### config.mk
export PLATFORM = sky130hd
export DESIGN_NAME = ad2s1210_emulator_flat
export DESIGN_NICKNAME = d
export VERILOG_FILES = /design/src/rtl/ad2s1210_emu_pkg.sv /design/src/rtl/axi_stream.sv /design/src/rtl/ad2s1210_emu_sync_edge.sv /design/src/rtl/ad2s1210_emulator.sv /design/src/flat_wrapper.sv
export SDC_FILE = /design/constraint.sdc
export NUM_CORES = 1
export LEC_CHECK = 0
export ABC_CLOCK_PERIOD_IN_PS = 1800
export BUFFER_PORTS_ARGS = -buffer_cell sky130_fd_sc_hd__buf_2
export CORE_MARGIN = 2
export CORE_UTILIZATION = 40
export CTS_CLUSTER_DIAMETER = 120
export CTS_CLUSTER_SIZE = 28
export DETAILED_ROUTE_END_ITERATION = 8
export GPL_ROUTABILITY_DRIVEN = 1
export PLACE_DENSITY = 0.65
export SYNTH_ARGS = -nofsm -noshare
export SYNTH_HDL_FRONTEND = slang
export SYNTH_SLANG_ARGS = --single-unit
### constraint.sdc
create_clock -name clock -period 1.8 [get_ports clock]
set_input_delay 0.09 -clock clock [delete_from_list [all_inputs] [get_ports clock]]
set_output_delay 0.09 -clock clock [all_outputs]
set_load 0.03 [all_outputs]
### src/rtl/ad2s1210_emu_pkg.sv
// ad2s1210_emu_pkg: shared types, constants and helpers
// for the AD2S1210 resolver-to-digital emulator.
package ad2s1210_emu_pkg;

    // Minimum clock:SCLK ratio the synchronisers are sized for.
    localparam int CLOCK_DIV_MIN = 8;

    typedef enum logic [1:0] {
        MODE_POS  = 2'b00,
        MODE_VEL  = 2'b01,
        MODE_RSVD = 2'b10,
        MODE_CFG  = 2'b11
    } mode_e;

    typedef enum logic [1:0] {
        RES_10 = 2'b00,
        RES_12 = 2'b01,
        RES_14 = 2'b10,
        RES_16 = 2'b11
    } res_e;

    typedef enum logic [1:0] {
        ST_IDLE,
        ST_LOAD,
        ST_SHIFT,
        ST_DONE
    } state_e;

    localparam logic [4:0] NORM_BITS = 5'd24;
    localparam logic [4:0] CFG_BITS  = 5'd8;

    localparam logic [3:0] TDEST_ANGLE = 4'd0;
    localparam logic [3:0] TDEST_SPEED = 4'd1;

    localparam logic [7:0] ADDR_THR_LO = 8'h88;
    localparam logic [7:0] ADDR_THR_HI = 8'h8E;
    localparam logic [7:0] ADDR_EXC    = 8'h91;
    localparam logic [7:0] ADDR_CTRL   = 8'h92;
    localparam logic [7:0] ADDR_FAULT  = 8'hFF;

    localparam logic [7:0] PTR_DEFAULT  = 8'h00;
    localparam logic [7:0] THR_DEFAULT  = 8'h00;
    localparam logic [7:0] EXC_DEFAULT  = 8'h28;
    localparam logic [7:0] CTRL_DEFAULT = 8'h7E;

    // Left-aligned data: bits below the resolution read 0.
    function automatic logic [15:0] res_mask(input res_e r);
        logic [15:0] m;
        unique case (r)
            RES_10: m = 16'hFFC0;
            RES_12: m = 16'hFFF0;
            RES_14: m = 16'hFFFC;
            RES_16: m = 16'hFFFF;
        endcase
        return m;
    endfunction

    // Bit that makes the total count of ones odd.
    function automatic logic odd_parity(input logic [22:0] v);
        return ~(^v);
    endfunction

endpackage

### src/rtl/axi_stream.sv
// axi_stream: minimal 16-bit AXI-stream bundle
// carrying position/speed beats into the emulator.
interface axi_stream;
    logic        tvalid;
    logic        tready;
    logic [15:0] tdata;
    logic [3:0]  tdest;

    modport master (output tvalid, tdata, tdest, input tready);
    modport slave  (input tvalid, tdata, tdest, output tready);
endinterface

### src/rtl/ad2s1210_emu_sync_edge.sv
// ad2s1210_emu_sync_edge: 2-flop synchroniser plus a
// delay flop that yields single-cycle rise/fall pulses.
module ad2s1210_emu_sync_edge #(
    parameter int           W       = 1,
    parameter logic [W-1:0] RST_VAL = '0
) (
    input  logic         clk,
    input  logic         rst_n,
    input  logic [W-1:0] d,
    output logic [W-1:0] q,
    output logic [W-1:0] rise,
    output logic [W-1:0] fall
);

    logic [W-1:0] meta_q, meta_d;
    logic [W-1:0] sync_q, sync_d;
    logic [W-1:0] dly_q,  dly_d;

    // Shift the pin through the synchroniser chain.
    always_comb begin
        meta_d = d;
        sync_d = meta_q;
        dly_d  = sync_q;
    end

    // Chain registers; reset to the pin's idle level.
    always_ff @(posedge clk or negedge rst_n) begin
        if (!rst_n) begin
            meta_q <= RST_VAL;
            sync_q <= RST_VAL;
            dly_q  <= RST_VAL;
        end else begin
            meta_q <= meta_d;
            sync_q <= sync_d;
            dly_q  <= dly_d;
        end
    end

    assign q    = sync_q;
    assign rise = sync_q & ~dly_q;
    assign fall = ~sync_q & dly_q;

endmodule

### src/rtl/ad2s1210_emulator.sv
// ad2s1210_emulator: pin-level AD2S1210 model fed by AXI-stream.
// Optional register mode: AD2S1210_EMU_CONFIG_MODE_EN.
module ad2s1210_emulator
    import ad2s1210_emu_pkg::*;
(
    input  logic       clock,
    input  logic       reset,
    input  logic       SS,
    input  logic       SCLK,
    input  logic       MOSI,
    output logic       MISO,
    input  logic [1:0] R_A,
    input  logic [1:0] R_RES,
    input  logic       R_SAMPLE,
    input  logic [7:0] fault_in,
    axi_stream.slave   data_in
);

    logic ss_s, ss_rise, ss_fall;
    logic sclk_s, sclk_rise, sclk_fall;
    logic mosi_s, mosi_rise, mosi_fall;
    logic smp_s, smp_rise, smp_fall;
    logic [1:0] ra_s, ra_rise, ra_fall;
    logic [1:0] res_s, res_rise, res_fall;

    ad2s1210_emu_sync_edge #(.W(1), .RST_VAL(1'b1)) u_ss (
        .clk(clock), .rst_n(reset), .d(SS),
        .q(ss_s), .rise(ss_rise), .fall(ss_fall));
    ad2s1210_emu_sync_edge #(.W(1), .RST_VAL(1'b1)) u_sclk (
        .clk(clock), .rst_n(reset), .d(SCLK),
        .q(sclk_s), .rise(sclk_rise), .fall(sclk_fall));
    ad2s1210_emu_sync_edge #(.W(1), .RST_VAL(1'b0)) u_mosi (
        .clk(clock), .rst_n(reset), .d(MOSI),
        .q(mosi_s), .rise(mosi_rise), .fall(mosi_fall));
    ad2s1210_emu_sync_edge #(.W(1), .RST_VAL(1'b1)) u_smp (
        .clk(clock), .rst_n(reset), .d(R_SAMPLE),
        .q(smp_s), .rise(smp_rise), .fall(smp_fall));
    ad2s1210_emu_sync_edge #(.W(2), .RST_VAL(2'b00)) u_ra (
        .clk(clock), .rst_n(reset), .d(R_A),
        .q(ra_s), .rise(ra_rise), .fall(ra_fall));
    ad2s1210_emu_sync_edge #(.W(2), .RST_VAL(2'b00)) u_res (
        .clk(clock), .rst_n(reset), .d(R_RES),
        .q(res_s), .rise(res_rise), .fall(res_fall));

    mode_e mode_s;
    res_e  res_sel;
    assign mode_s  = mode_e'(ra_s);
    assign res_sel = res_e'(res_s);

    state_e      state_q, state_d;
    logic        miso_q, miso_d;
    logic [23:0] shreg_q, shreg_d;
    logic [4:0]  cnt_q, cnt_d, cnt_nx, frame_len;
    logic        cfg_q, cfg_d;
    logic [7:0]  mosi_sr_q, mosi_sr_d;
    logic [15:0] angle_live_q, angle_live_d;
    logic [15:0] speed_live_q, speed_live_d;
    logic [15:0] angle_hold_q, angle_hold_d;
    logic [15:0] speed_hold_q, speed_hold_d;
    logic [7:0]  fault_hold_q, fault_hold_d;
    logic        frame_done, fault_clr;
    logic        cfg_fault_rd;
    logic [7:0]  cfg_rd;
    logic [15:0] data_sel, data_m;
    logic [7:0]  fault_tx;
    logic [23:0] norm_word;
    logic        is_cfg;

    assign data_in.tready = 1'b1;
    assign MISO           = miso_q;
    assign is_cfg         = (mode_s == MODE_CFG);

    // Build the normal-mode word from held data and faults.
    always_comb begin
        data_sel  = (mode_s == MODE_VEL) ? speed_hold_q : angle_hold_q;
        data_m    = data_sel & res_mask(res_sel);
        fault_tx  = {fault_hold_q[7:1],
                     odd_parity({data_m, fault_hold_q[7:1]})};
        norm_word = {data_m, fault_tx};
    end

    // Frame FSM: load on SS fall, shift on SCLK rise.
    always_comb begin
        state_d    = state_q;
        miso_d     = miso_q;
        shreg_d    = shreg_q;
        cnt_d      = cnt_q;
        cfg_d      = cfg_q;
        mosi_sr_d  = mosi_sr_q;
        frame_done = 1'b0;
        cnt_nx     = cnt_q + 5'd1;
        frame_len  = cfg_q ? CFG_BITS : NORM_BITS;
        if (sclk_fall) begin
            mosi_sr_d = {mosi_sr_q[6:0], mosi_s};
        end
        unique case (state_q)
            ST_IDLE: begin
                miso_d = 1'b0;
                if (ss_fall) begin
                    state_d = ST_LOAD;
                    cnt_d   = '0;
                    cfg_d   = is_cfg;
                    shreg_d = is_cfg ? {cfg_rd, 16'h0000} : norm_word;
                    miso_d  = shreg_d[23];
                end
            end
            ST_LOAD: begin
                state_d = ST_SHIFT;
                if (ss_rise) begin
                    state_d = ST_IDLE;
                    miso_d  = 1'b0;
                end
            end
            ST_SHIFT: begin
                if (ss_rise) begin
                    state_d = ST_IDLE;
                    miso_d  = 1'b0;
                end else if (sclk_rise) begin
                    shreg_d = {shreg_q[22:0], 1'b0};
                    miso_d  = shreg_q[22];
                    cnt_d   = cnt_nx;
                    if (cnt_nx == frame_len) begin
                        state_d    = ST_DONE;
                        miso_d     = 1'b0;
                        frame_done = 1'b1;
                    end
                end
            end
            ST_DONE: begin
                miso_d = 1'b0;
                if (ss_rise) begin
                    state_d = ST_IDLE;
                end
            end
        endcase
    end

    assign fault_clr = frame_done & (~cfg_q | cfg_fault_rd);

    // Live capture, sample latch and sticky fault.
    always_comb begin
        angle_live_d = angle_live_q;
        speed_live_d = speed_live_q;
        angle_hold_d = angle_hold_q;
        speed_hold_d = speed_hold_q;
        fault_hold_d = fault_hold_q;
        if (fault_clr) begin
            fault_hold_d = '0;
        end
        if (smp_fall) begin
            angle_hold_d = angle_live_q;
            speed_hold_d = speed_live_q;
            fault_hold_d = fault_hold_d | {fault_in[7:1], 1'b0};
        end
        if (data_in.tvalid) begin
            unique case (1'b1)
                (data_in.tdest == TDEST_ANGLE):
                    angle_live_d = data_in.tdata;
                (data_in.tdest == TDEST_SPEED):
                    speed_live_d = data_in.tdata;
                default: ;
            endcase
        end
    end

    // Frame and data registers.
    always_ff @(posedge clock or negedge reset) begin
        if (!reset) begin
            state_q      <= ST_IDLE;
            miso_q       <= 1'b0;
            shreg_q      <= '0;
            cnt_q        <= '0;
            cfg_q        <= 1'b0;
            mosi_sr_q    <= '0;
            angle_live_q <= '0;
            speed_live_q <= '0;
            angle_hold_q <= '0;
            speed_hold_q <= '0;
            fault_hold_q <= '0;
        end else begin
            state_q      <= state_d;
            miso_q       <= miso_d;
            shreg_q      <= shreg_d;
            cnt_q        <= cnt_d;
            cfg_q        <= cfg_d;
            mosi_sr_q    <= mosi_sr_d;
            angle_live_q <= angle_live_d;
            speed_live_q <= speed_live_d;
            angle_hold_q <= angle_hold_d;
            speed_hold_q <= speed_hold_d;
            fault_hold_q <= fault_hold_d;
        end
    end

`ifdef AD2S1210_EMU_CONFIG_MODE_EN
    logic [7:0] ptr_q, ptr_d;
    logic [7:0] exc_q, exc_d;
    logic [7:0] ctrl_q, ctrl_d;
    logic [7:0] thr_q [8];
    logic [7:0] thr_d [8];
    logic       in_thr;

    assign in_thr = (ptr_q >= ADDR_THR_LO) && (ptr_q <= ADDR_THR_HI);
    assign cfg_fault_rd = (ptr_q == ADDR_FAULT);

    // Register read mux at the current pointer.
    always_comb begin
        cfg_rd = 8'h00;
        unique case (1'b1)
            in_thr:                 cfg_rd = thr_q[ptr_q[2:0]];
            (ptr_q == ADDR_EXC):    cfg_rd = exc_q;
            (ptr_q == ADDR_CTRL):   cfg_rd = ctrl_q;
            (ptr_q == ADDR_FAULT):  cfg_rd = fault_hold_q;
            default: ;
        endcase
    end

    // Address frames move the pointer, data frames write it.
    always_comb begin
        ptr_d  = ptr_q;
        exc_d  = exc_q;
        ctrl_d = ctrl_q;
        thr_d  = thr_q;
        if (frame_done && cfg_q) begin
            if (mosi_sr_q[7]) begin
                ptr_d = mosi_sr_q;
            end else begin
                unique case (1'b1)
                    in_thr:
                        thr_d[ptr_q[2:0]] = {1'b0, mosi_sr_q[6:0]};
                    (ptr_q == ADDR_EXC):
                        exc_d = {1'b0, mosi_sr_q[6:0]};
                    (ptr_q == ADDR_CTRL):
                        ctrl_d = {1'b0, mosi_sr_q[6:0]};
                    default: ;
                endcase
            end
        end
    end

    // Configuration registers.
    always_ff @(posedge clock or negedge reset) begin
        if (!reset) begin
            ptr_q  <= PTR_DEFAULT;
            exc_q  <= EXC_DEFAULT;
            ctrl_q <= CTRL_DEFAULT;
            for (int i = 0; i < 8; i++) begin
                thr_q[i] <= THR_DEFAULT;
            end
        end else begin
            ptr_q  <= ptr_d;
            exc_q  <= exc_d;
            ctrl_q <= ctrl_d;
            thr_q  <= thr_d;
        end
    end

    logic unused_cfg;
    assign unused_cfg = 1'b0;
`else
    assign cfg_rd       = 8'h00;
    assign cfg_fault_rd = 1'b0;

    logic unused_cfg;
    assign unused_cfg = ^mosi_sr_q;
`endif

    logic unused_sig;
    assign unused_sig = ^{ss_s, sclk_s, mosi_s, mosi_rise, mosi_fall,
                          smp_s, smp_rise, ra_rise, ra_fall,
                          res_rise, res_fall, fault_in[0], unused_cfg};

endmodule
### src/flat_wrapper.sv
// flat-port wrapper written by rule: the top's interface ports become plain ports
module ad2s1210_emulator_flat import ad2s1210_emu_pkg::*;
  (clock, reset, SS, SCLK, MOSI, MISO, R_A, R_RES, R_SAMPLE, fault_in, data_in_tvalid, data_in_tdata, data_in_tdest, data_in_tready);
  axi_stream data_in_i ();
  input  logic clock;
  input  logic reset;
  input  logic SS;
  input  logic SCLK;
  input  logic MOSI;
  output logic MISO;
  input  logic [1:0] R_A;
  input  logic [1:0] R_RES;
  input  logic R_SAMPLE;
  input  logic [7:0] fault_in;
  input wire logic [$bits(data_in_i.tvalid)-1:0] data_in_tvalid;
  input wire logic [$bits(data_in_i.tdata)-1:0] data_in_tdata;
  input wire logic [$bits(data_in_i.tdest)-1:0] data_in_tdest;
  output wire logic [$bits(data_in_i.tready)-1:0] data_in_tready;
  assign data_in_i.tvalid = data_in_tvalid;
  assign data_in_i.tdata = data_in_tdata;
  assign data_in_i.tdest = data_in_tdest;
  assign data_in_tready = data_in_i.tready;
  ad2s1210_emulator u_core (.clock(clock), .reset(reset), .SS(SS), .SCLK(SCLK), .MOSI(MOSI), .MISO(MISO), .R_A(R_A), .R_RES(R_RES), .R_SAMPLE(R_SAMPLE), .fault_in(fault_in), .data_in(data_in_i));
endmodule
==> summary.md, run 1 <==
| Metric | Value |
|---|---|
| Status | finished with violations |
| Failing checks | setup timing |
| Power Dens Cells | 1460 mW/mm^2 |
| Final Util | 52.9% |
| Die area | 0.0139 sq mm |
| Die Span Y | ~120 microns |
| Top FF cell, synth | dfrtp_1 |
| Fin. Hold Viols | 0 |
| Kind of end point of the critical path | flip-flop |
| IO buf count | 37 |
| Slowest CP cell | dfrtp_1 |
| Die Wd | about 120 microns |
| Syn_area_per_cell | between 10 and 15 sq um |
| Wire per inst | 14.9 microns |
| Yosys reg bits | 120 |
| CP required | between 2 and 2.5 ns |
| Top post-synthesis cells by count | 111 x dfrtp_1, 63 x mux2_1, 30 x nand2_1 |
| Post-synth EDFFs | 0 |
| CP Class | reg2reg |
| CP max FO | 3 |
| Place WS | -0.0633 ns |
| Period Utilization, post-route | 102% |
| DRC | 0 |
| DRT Pass-1 Iters | 4 |
| Seq/Total Area, Yosys | 57.9% |
| Worst VDD drop | 854 uV |
| Detailed Route WL | 10200 microns |
| Area leader, netlist | dfrtp_1 |
| R2R Setup Slk | -0.04 ns |
| Clock-pin slew on the worst setup and hold paths | 0.05 ns |
| Fin cells | 684 |
| Leak | 2.93 nW |
| Synth top area share | 53.4% |
| Initial antenna violation count | 0 |
| Crit path DAT | 2.13 ns |
| First-pass GRT wire length | 17900 microns |
| Hpwl dp | around 6800 microns |
| CTS tree | built |
| Slowest Stage Delay on Critical Path | 0.41 ns |
| Gr usage total | roughly 16% |
| Final #Nets | 539 |
| RSZ-0062 raised after global routing | true |
| Post-DRT Antenna Nets | 0 |
| Setup WS post-layout | -0.0401 ns |
| Reg-to-Reg Start | u_core.u_ra.q[1]$_DFF_PN0_ |
| CP Launch Type | flip-flop |
| CTS H-tree lvls | 4 |
| Metal3 WL | 365 microns |
| CTS sink cnt | between 100 and 150 |
| Yosys cell types | 47 |
| Slew Viols, Final | 0 |
| Worst-skew pair later-pin latency | around 0.42 ns |
| Detailed-route vias per instance | approximately 5.0 |
| Largest net degree at the start of global routing | 47 |
| Initial core utilization | about two fifths |
| Worst path cell trace | nor2b_4 > mux2i_1 > nand2_1 > xnor3_1 > xnor2_2 > xnor2_1 > o21ai_1 |
| CP top delay family | XOR/XNOR gates |
| Dominant cells by area after synthesis | dfrtp_1 53%, mux2_1 14%, dfstp_2 4.5%, xnor2_1 4.4%, mux2i_1 3.3% |
| Layout cell share with drive strength beyond 1 | 23.8% |
| Diode count | 0 |
| Clock Skew | 0.00641 ns |
| Via count | between 3k and 4k |
| Root Driver | clkbuf_16 |
| Placed insts | roughly 620 |
| Routability congestion estimate | roughly 0.80 |
| FFs w/ async S/R, synth | 100% |
| Std cell rows | 41 |
| Inserted Clock Buffers | 17 |
| Filler Cell Count | 1092 |
| Syn Nets | 446 |
| Critical path buffers and inverters | 0 |
| Post-Syn Area | 0.00520 sq mm |
| RR Endpoint | u_core.shreg_q[0]$_DFFE_PN0P_ |
| Setup-failing EPs final | 1 |
| Min-Delay Path Class | in2async |
| Slew margin rel. | 56.7% |
| F_max | about 540 MHz |
| Tightest Pin Transition | 0.649 ns |
| Top-count cell post-synth | dfrtp_1 |
| IO Pins | 41 |
| Minimum clock period | 1.84 ns |
| Area Growth Syn to Fin | 28.8% |
| Core area | around 0.013 sq mm |
| Vias in the first global route | 3643 |
| Cells after synthesis | 406 |
| YS warnings | 0 |
| Top Layer Used | met4 |
| DRT iter0 DRCs | 160 |
| Clock Path Buffers | 2 |
| Reg2Reg Depth | 7 |
| Residual overflow from global routing | 0 |
| Routed met2 length | 4910 microns |
| Met1 Wirelength | 4810 microns |
| Max-cap viol count | 0 |
==> state kept, by name, summed over array words and instances, names as in the netlist, 2 cells and up <==
register	cells
u_core.u_res.meta_q	2
u_core.angle_hold_q	16
u_core.state_q	2
u_core.speed_live_q	16
u_core.u_res.q	2
u_core.shreg_q	23
u_core.fault_hold_q	7
u_core.cnt_q	5
u_core.u_ra.q	2
u_core.u_ra.meta_q	2
u_core.angle_live_q	16
u_core.speed_hold_q	16
==> power breakdown <==
group	switching (mW)	total, mW	leakage (nW)	internal, mW
registers	0.550	3.98	1.44	3.43
clock network	1.18	3.31	0.284	2.13
logic	1.19	2.47	1.21	1.29
total	2.91	9.76	2.93	6.85
==> how the worst max path moves through the flow <==
stage	from	endpoint	slack [ns]	depth (start not counted)
after floorplan	u_core.u_ra.q[0]$_DFF_PN0_	u_core.shreg_q[0]$_DFFE_PN0P_	0.06	9
after global placement	u_core.u_ra.q[1]$_DFF_PN0_	u_core.shreg_q[0]$_DFFE_PN0P_	-0.008	7
after detailed placement	u_core.u_ra.q[1]$_DFF_PN0_	u_core.shreg_q[0]$_DFFE_PN0P_	-0.06	7
after CTS	u_core.u_ra.q[1]$_DFF_PN0_	u_core.shreg_q[0]$_DFFE_PN0P_	-0.07	7
after global routing	u_core.u_ra.q[1]$_DFF_PN0_	u_core.shreg_q[0]$_DFFE_PN0P_	-0.16	7
final	u_core.u_ra.q[1]$_DFF_PN0_	u_core.shreg_q[0]$_DFFE_PN0P_	-0.04	7
==> cell usage in the layout (no fill, tap or decap), types with 2 or more instances in the layout <==
cell	Yosys	layout
a221oi_1	3	2
and3_1	7	7
clkinvlp_4	0	4
o221ai_1	2	2
o21ai_1	9	9
clkinv_2	0	5
xnor2_2	0	2
mux2_1	63	63
xnor2_1	26	24
dfstp_2	9	9
dlygate4sd3_1	0	31
nor2b_4	1	2
bufinv_16	0	2
o22ai_1	7	7
nor2_1	15	14
nand3_1	14	14
buf_2	4	36
o211ai_1	8	8
clkbuf_16	0	17
a22o_1	7	7
mux2i_1	17	17
nand2_1	30	30
buf_4	1	23
buf_6	1	2
xor2_1	6	5
clkbuf_8	0	3
o21ai_0	2	2
nand2b_1	3	3
inv_1	4	4
dfrtp_1	111	110
a221o_1	5	5
buf_12	1	3
a21oi_1	14	14
==> per-stage QoR <==
stage / instance area, sq um / hold slack (ns) / setup TNS [ns] / total power [mW]
4_1_cts: 6640 / 0.256 / -0.0710 / 9.78
6_report: 6710 / 0.251 / -0.0401 / 9.76
3_3_place_gp: 5740 / 0.154 / -0.00819 / 6.23
2_1_floorplan: 5200 / -0.206 / 0 / 5.69
3_5_place_dp: 5740 / 0.159 / -0.0641 / 6.35
5_1_grt: 6710 / 0.296 / -0.161 / 10.4
==> timing repair <==
action / 4_1_cts / 5_1_grt
hold buffers: 31 / 0
endpoints found under the setup margin: 2 / 25
endpoints found under the hold margin: 84 / 0
resized for setup: 1 / 11
pin swaps: 1 / 1
buffers inserted: 0 / 2
==> logic make-up after synthesis <==
| group | Yosys count | synth area share (%) |
|---|---|---|
| DFF | 120 | 57.9 |
| and+or+nand+nor | 81 | 7.62 |
| muxes | 80 | 16.9 |
| AOI/OAI and AO/OA | 63 | 8.41 |
| xor gates and xnor gates | 34 | 6.35 |
| buffers and inverters | 26 | 2.50 |
| adders and majority gates | 1 | 0.240 |
| other | 1 | 0.0720 |
==> per-layer routing <==
layer / global-route usage [%] / up-vias
met5: 0 / -
met3: 5.28 / 8
met1: 21.6 / 1740
met4: 6.10 / 0
li1: - / 1637
met2: 25.4 / 54
==> final cells by class <==
type | count | area (sq um) | share of cell area [%]
Clock buffer | 20 | 467 | 6.96
Tap cell | 172 | 215 | 3.21
Clock inverter | 12 | 124 | 1.85
Sequential cell | 120 | 3020 | 45.0
Multi-Input combinational cell | 260 | 2120 | 31.6
Timing Repair Buffer | 95 | 746 | 11.1
Inverter | 5 | 18.8 | 0.280
Power figures use the tool's default switching activity.
==> run 2, diff against run 1 <==
--- a/config.mk
+++ b/config.mk
@@ -5,15 +5,16 @@
 export SDC_FILE = /design/constraint.sdc
 export NUM_CORES = 1
 export LEC_CHECK = 0
-export ABC_CLOCK_PERIOD_IN_PS = 1800
+export ABC_CLOCK_PERIOD_IN_PS = 1900
 export BUFFER_PORTS_ARGS = -buffer_cell sky130_fd_sc_hd__buf_2
 export CORE_MARGIN = 2
-export CORE_UTILIZATION = 40
+export CORE_UTILIZATION = 30
 export CTS_CLUSTER_DIAMETER = 120
 export CTS_CLUSTER_SIZE = 28
 export DETAILED_ROUTE_END_ITERATION = 8
 export GPL_ROUTABILITY_DRIVEN = 1
-export PLACE_DENSITY = 0.65
+export PLACE_DENSITY = 0.52
+export RECOVER_POWER = 25
 export SYNTH_ARGS = -nofsm -noshare
 export SYNTH_HDL_FRONTEND = slang
 export SYNTH_SLANG_ARGS = --single-unit
==> constraint.sdc (replaced) <==
create_clock -name clock -period 1.9 [get_ports clock]
set_input_delay 0.095 -clock clock [delete_from_list [all_inputs] [get_ports clock]]
set_output_delay 0.095 -clock clock [all_outputs]
set_load 0.03 [all_outputs]
==> run 2 against run 1 <==
The flow now finishes without violations. Largest power group unchanged. Sequential power down 5.5%. Sequential share of layout area is essentially flat. Non-clock buffer count down 12. Core utilization decreased by 14 points. Final cell count is 6.0% higher. Critical path type unchanged.
==> summary.md, run 2 (synthesized netlist as in run 1, its figures left out) <==
| Metric | Value |
|---|---|
| Postcts setup bufs | 0 (unchanged) |
| Status | finished, final reports clean |
| Reg with most FFs | u_core.shreg_q |
| Max-cap viol count | 0 (unchanged) |
| Routability congestion estimate | 0.758 (-5.7%) |
| Clock-pin slew on the worst setup and hold paths | 0.05 ns (about the same) |
| Worst path cell trace | nor2b_4 > mux2i_1 > nand2_1 > xnor3_1 > xnor2_1 > xnor2_1 > o21ai_1 |
| Die Span Y | 136 microns (+15%) |
| Cell-internal power | 6.78 mW (-0.92%) |
| Comb power frac | 24.5% (-0.8 points) |
| Residual overflow from global routing | 0 (unchanged) |
| Std cell rows | 48 (+17%) |
| Wire per inst | 14.4 microns (-3.7%) |
| Root Driver | clkbuf_16 |
| Die Wd | 136 microns (+15%) |
| Power Dens Cells | 1410 mW/mm^2 (-2.8%) |
| Final #Nets | 527 (-2.2%) |
| Post-DRT Antenna Nets | 0 (unchanged) |
| Diode count | 0 (unchanged) |
| Layout cell share with drive strength beyond 1 | 19.0% (-4.8 points) |
| RSZ-0062 raised after global routing | false |
| Kind of end point of the critical path | flip-flop |
| Clock Path Buffers | 2 (unchanged) |
| Hpwl dp | 7050 microns (+3.6%) |
| Area Growth Syn to Fin | 28.7% |
| Initial antenna violation count | 0 (unchanged) |
| CP Launch Type | flip-flop |
| Sw frac | 28.4% (-1.5 points) |
| Min-Delay Path Class | in2reg |
| Detailed Route WL | 10400 microns (+2.1%) |
| Reg area | 0.00301 sq mm (about the same) |
| Largest net degree at the start of global routing | 45 (-4.3%) |
| Slowest CP cell | dfrtp_1 |
| Worst-skew pair later-pin latency | 0.41 ns (about the same) |
| Placed Area | 0.00575 sq mm (+0.28%) |
| Filler Cell Count | 1655 (+52%) |
| DRT iter0 DRCs | 249 (+56%) |
| Initial core utilization | 30.4% (-11 points) |
| Setup WS post-layout | 0.0946 ns (+0.135 ns) |
| Minimum clock period | 1.81 ns (-0.0346 ns) |
| Worst VDD drop | 719 uV (-16%) |
| Commonest non-fill, non-tap cell in the layout | dfrtp_1 |
| Slew Viols, Final | 0 (unchanged) |
| Slowest Stage Delay on Critical Path | 0.40 ns (about the same) |
| Gr usage total | 12.5% (-3.9 points) |
| Flip-flop count of the largest register after layout | 23 (unchanged) |
| Sequential power share | 39.7% (-1.1 points) |
| Total design power | 9.47 mW (-2.9%) |
| Core area | 0.0171 sq mm (+35%) |
| Reg-to-Reg Start | u_core.u_ra.q[1]$_DFF_PN0_ |
| Vias in the first global route | 3461 (-5.0%) |
| Clock Skew | 0.00770 ns (+0.00129 ns) |
| Via count | 3385 (-1.6%) |
| First-pass GRT wire length | 17700 microns (-1.4%) |
| Final setup TNS | 0 ns (+0.0401 ns) |
| Detailed-route vias per instance | 4.67 (-7.1%) |
| Crit path DAT | 2.09 ns (-0.04 ns) |
| F_max | 554 MHz (+1.9%) |
| DRC | 0 (unchanged) |
| Place WS | 0.0593 ns (+0.123 ns) |
| Final Instance Area | 0.00670 sq mm (-0.13%) |
| Leak | 2.89 nW (-1.4%) |
| Clk pwr share | 35.9% (+2.0 points) |
| Slew margin rel. | 25.8% (-31 points) |
| Commonest cells after routing, fill and taps aside | 111 x dfrtp_1, 63 x mux2_1, 36 x buf_2 |
| Worst hold slack | 0.326 ns (+0.0748 ns) |
| Min-delay src | R_SAMPLE |
| CTS tree | built |
| Critical path buffers and inverters | 0 (unchanged) |
| Setup-failing EPs final | 0 (-1) |
| CP top delay family | XOR/XNOR gates |
| Fin. Hold Viols | 0 (unchanged) |
| CTS H-tree lvls | 4 (unchanged) |
| Tightest Pin Transition | 1.11 ns (+0.463 ns) |
| Area of the multi-input gates | 0.00208 sq mm (-1.7%) |
| CP startpoint | u_core.u_ra.q[1]$_DFF_PN0_ |
| CTS sink cnt | 120 (unchanged) |
| DRT Pass-1 Iters | 5 (+1) |
| CP required | 2.18 ns (+0.09 ns) |
| Die area | 0.0184 sq mm (+32%) |
| Critical path's most frequent cell | xnor2_1 |
| Period Utilization, post-route | 95.0% (-7.2 points) |
| Inserted Clock Buffers | 17 (unchanged) |
| CP max FO | 5 (+2) |
| IO Pins | 41 (unchanged) |
| Sw power | 2.69 mW (-7.7%) |
| IO buf count | 37 (unchanged) |
| CP Class | reg2reg |
-- run 2: cell types whose count changed in the layout (fill, tap and decap cells not counted), moves of 2 or more --
cell	delta
xnor2_2	-2
dfstp_1	+2
clkbuf_1	+6
dfstp_2	-2
buf_12	+2
bufinv_16	+2
clkinvlp_4	-4
clkinv_2	-3
buf_6	-2
buf_4	-15
xnor2_1	+2
-- run 2: area by class of cell --
cell class | count | area share [%]
inverters | 5 | 0.280
clock inverters | 7 | 2.07
well taps | 225 | 4.20
clock buffers | 25 | 7.40
repair buffers | 83 | 9.90
flip-flops and latches | 120 | 45.0
multi-input cells | 260 | 31.1
-- run 2: timing repair --
item | 4_1_cts | 5_1_grt
hold buffers | 31 | 0
resized for setup | 0 | 3
endpoints found under the setup margin | 0 | 10
hold endpoints to repair | 82 | 0
-- run 2: path summary, 6_finish.rpt --
path                                                       to  slack, ns  depth (start not counted)
worst max-delay path            u_core.shreg_q[0]$_DFFE_PN0P_       0.09                          7
worst min-delay path            u_core.u_smp.meta_q$_DFF_PN1_       0.33                          2
worst max register to register  u_core.shreg_q[0]$_DFFE_PN0P_       0.09                          7
worst min register to register    u_core.u_res.q[1]$_DFF_PN0_       0.35                          0
max in group asynchronous          u_core.u_ra.q[1]$_DFF_PN0_       0.58                          3
min in group asynchronous       u_core.shreg_q[6]$_DFFE_PN0P_       0.41                          2
-- run 2: worst register-to-register path: cells and delay by family (launching register included) --
kind                      cells  cell delay [ns]
and+or+nand+nor               2             0.29
muxes                         1             0.24
DFF                           1             0.40
xor gates and xnor gates      3             0.68
AOI/OAI and AO/OA             1             0.07
-- run 2: metrics by stage --
step | utilization [%] | std cells
finish | 39.1 | 725
global route | 39.1 | 725
CTS | 39.1 | 725
detailed placement | 33.6 | 662
global placement | 33.6 | 662
floorplan | - | 406
-- run 2: power by group through the flow --
stage          clock network, mW  logic (mW)  registers (mW)
2_1_floorplan                  0        1.75            3.64
3_3_place_gp                   0        2.26            3.78
3_5_place_dp                   0        2.30            3.80
4_1_cts                     3.49        2.36            3.76
5_1_grt                     3.62        2.58            3.86
6_report                    3.40        2.32            3.76
-- run 2: metal layers --
metal	global-route usage [%]	share of wire (%)	routed length, microns	vias up
li1	-	-	-	1606
met5	0	0	0	-
met3	3.29	3.8	399	13
met1	16.6	48	5000	1695
met2	19.0	47	4850	71
met4	5.90	1.6	171	0
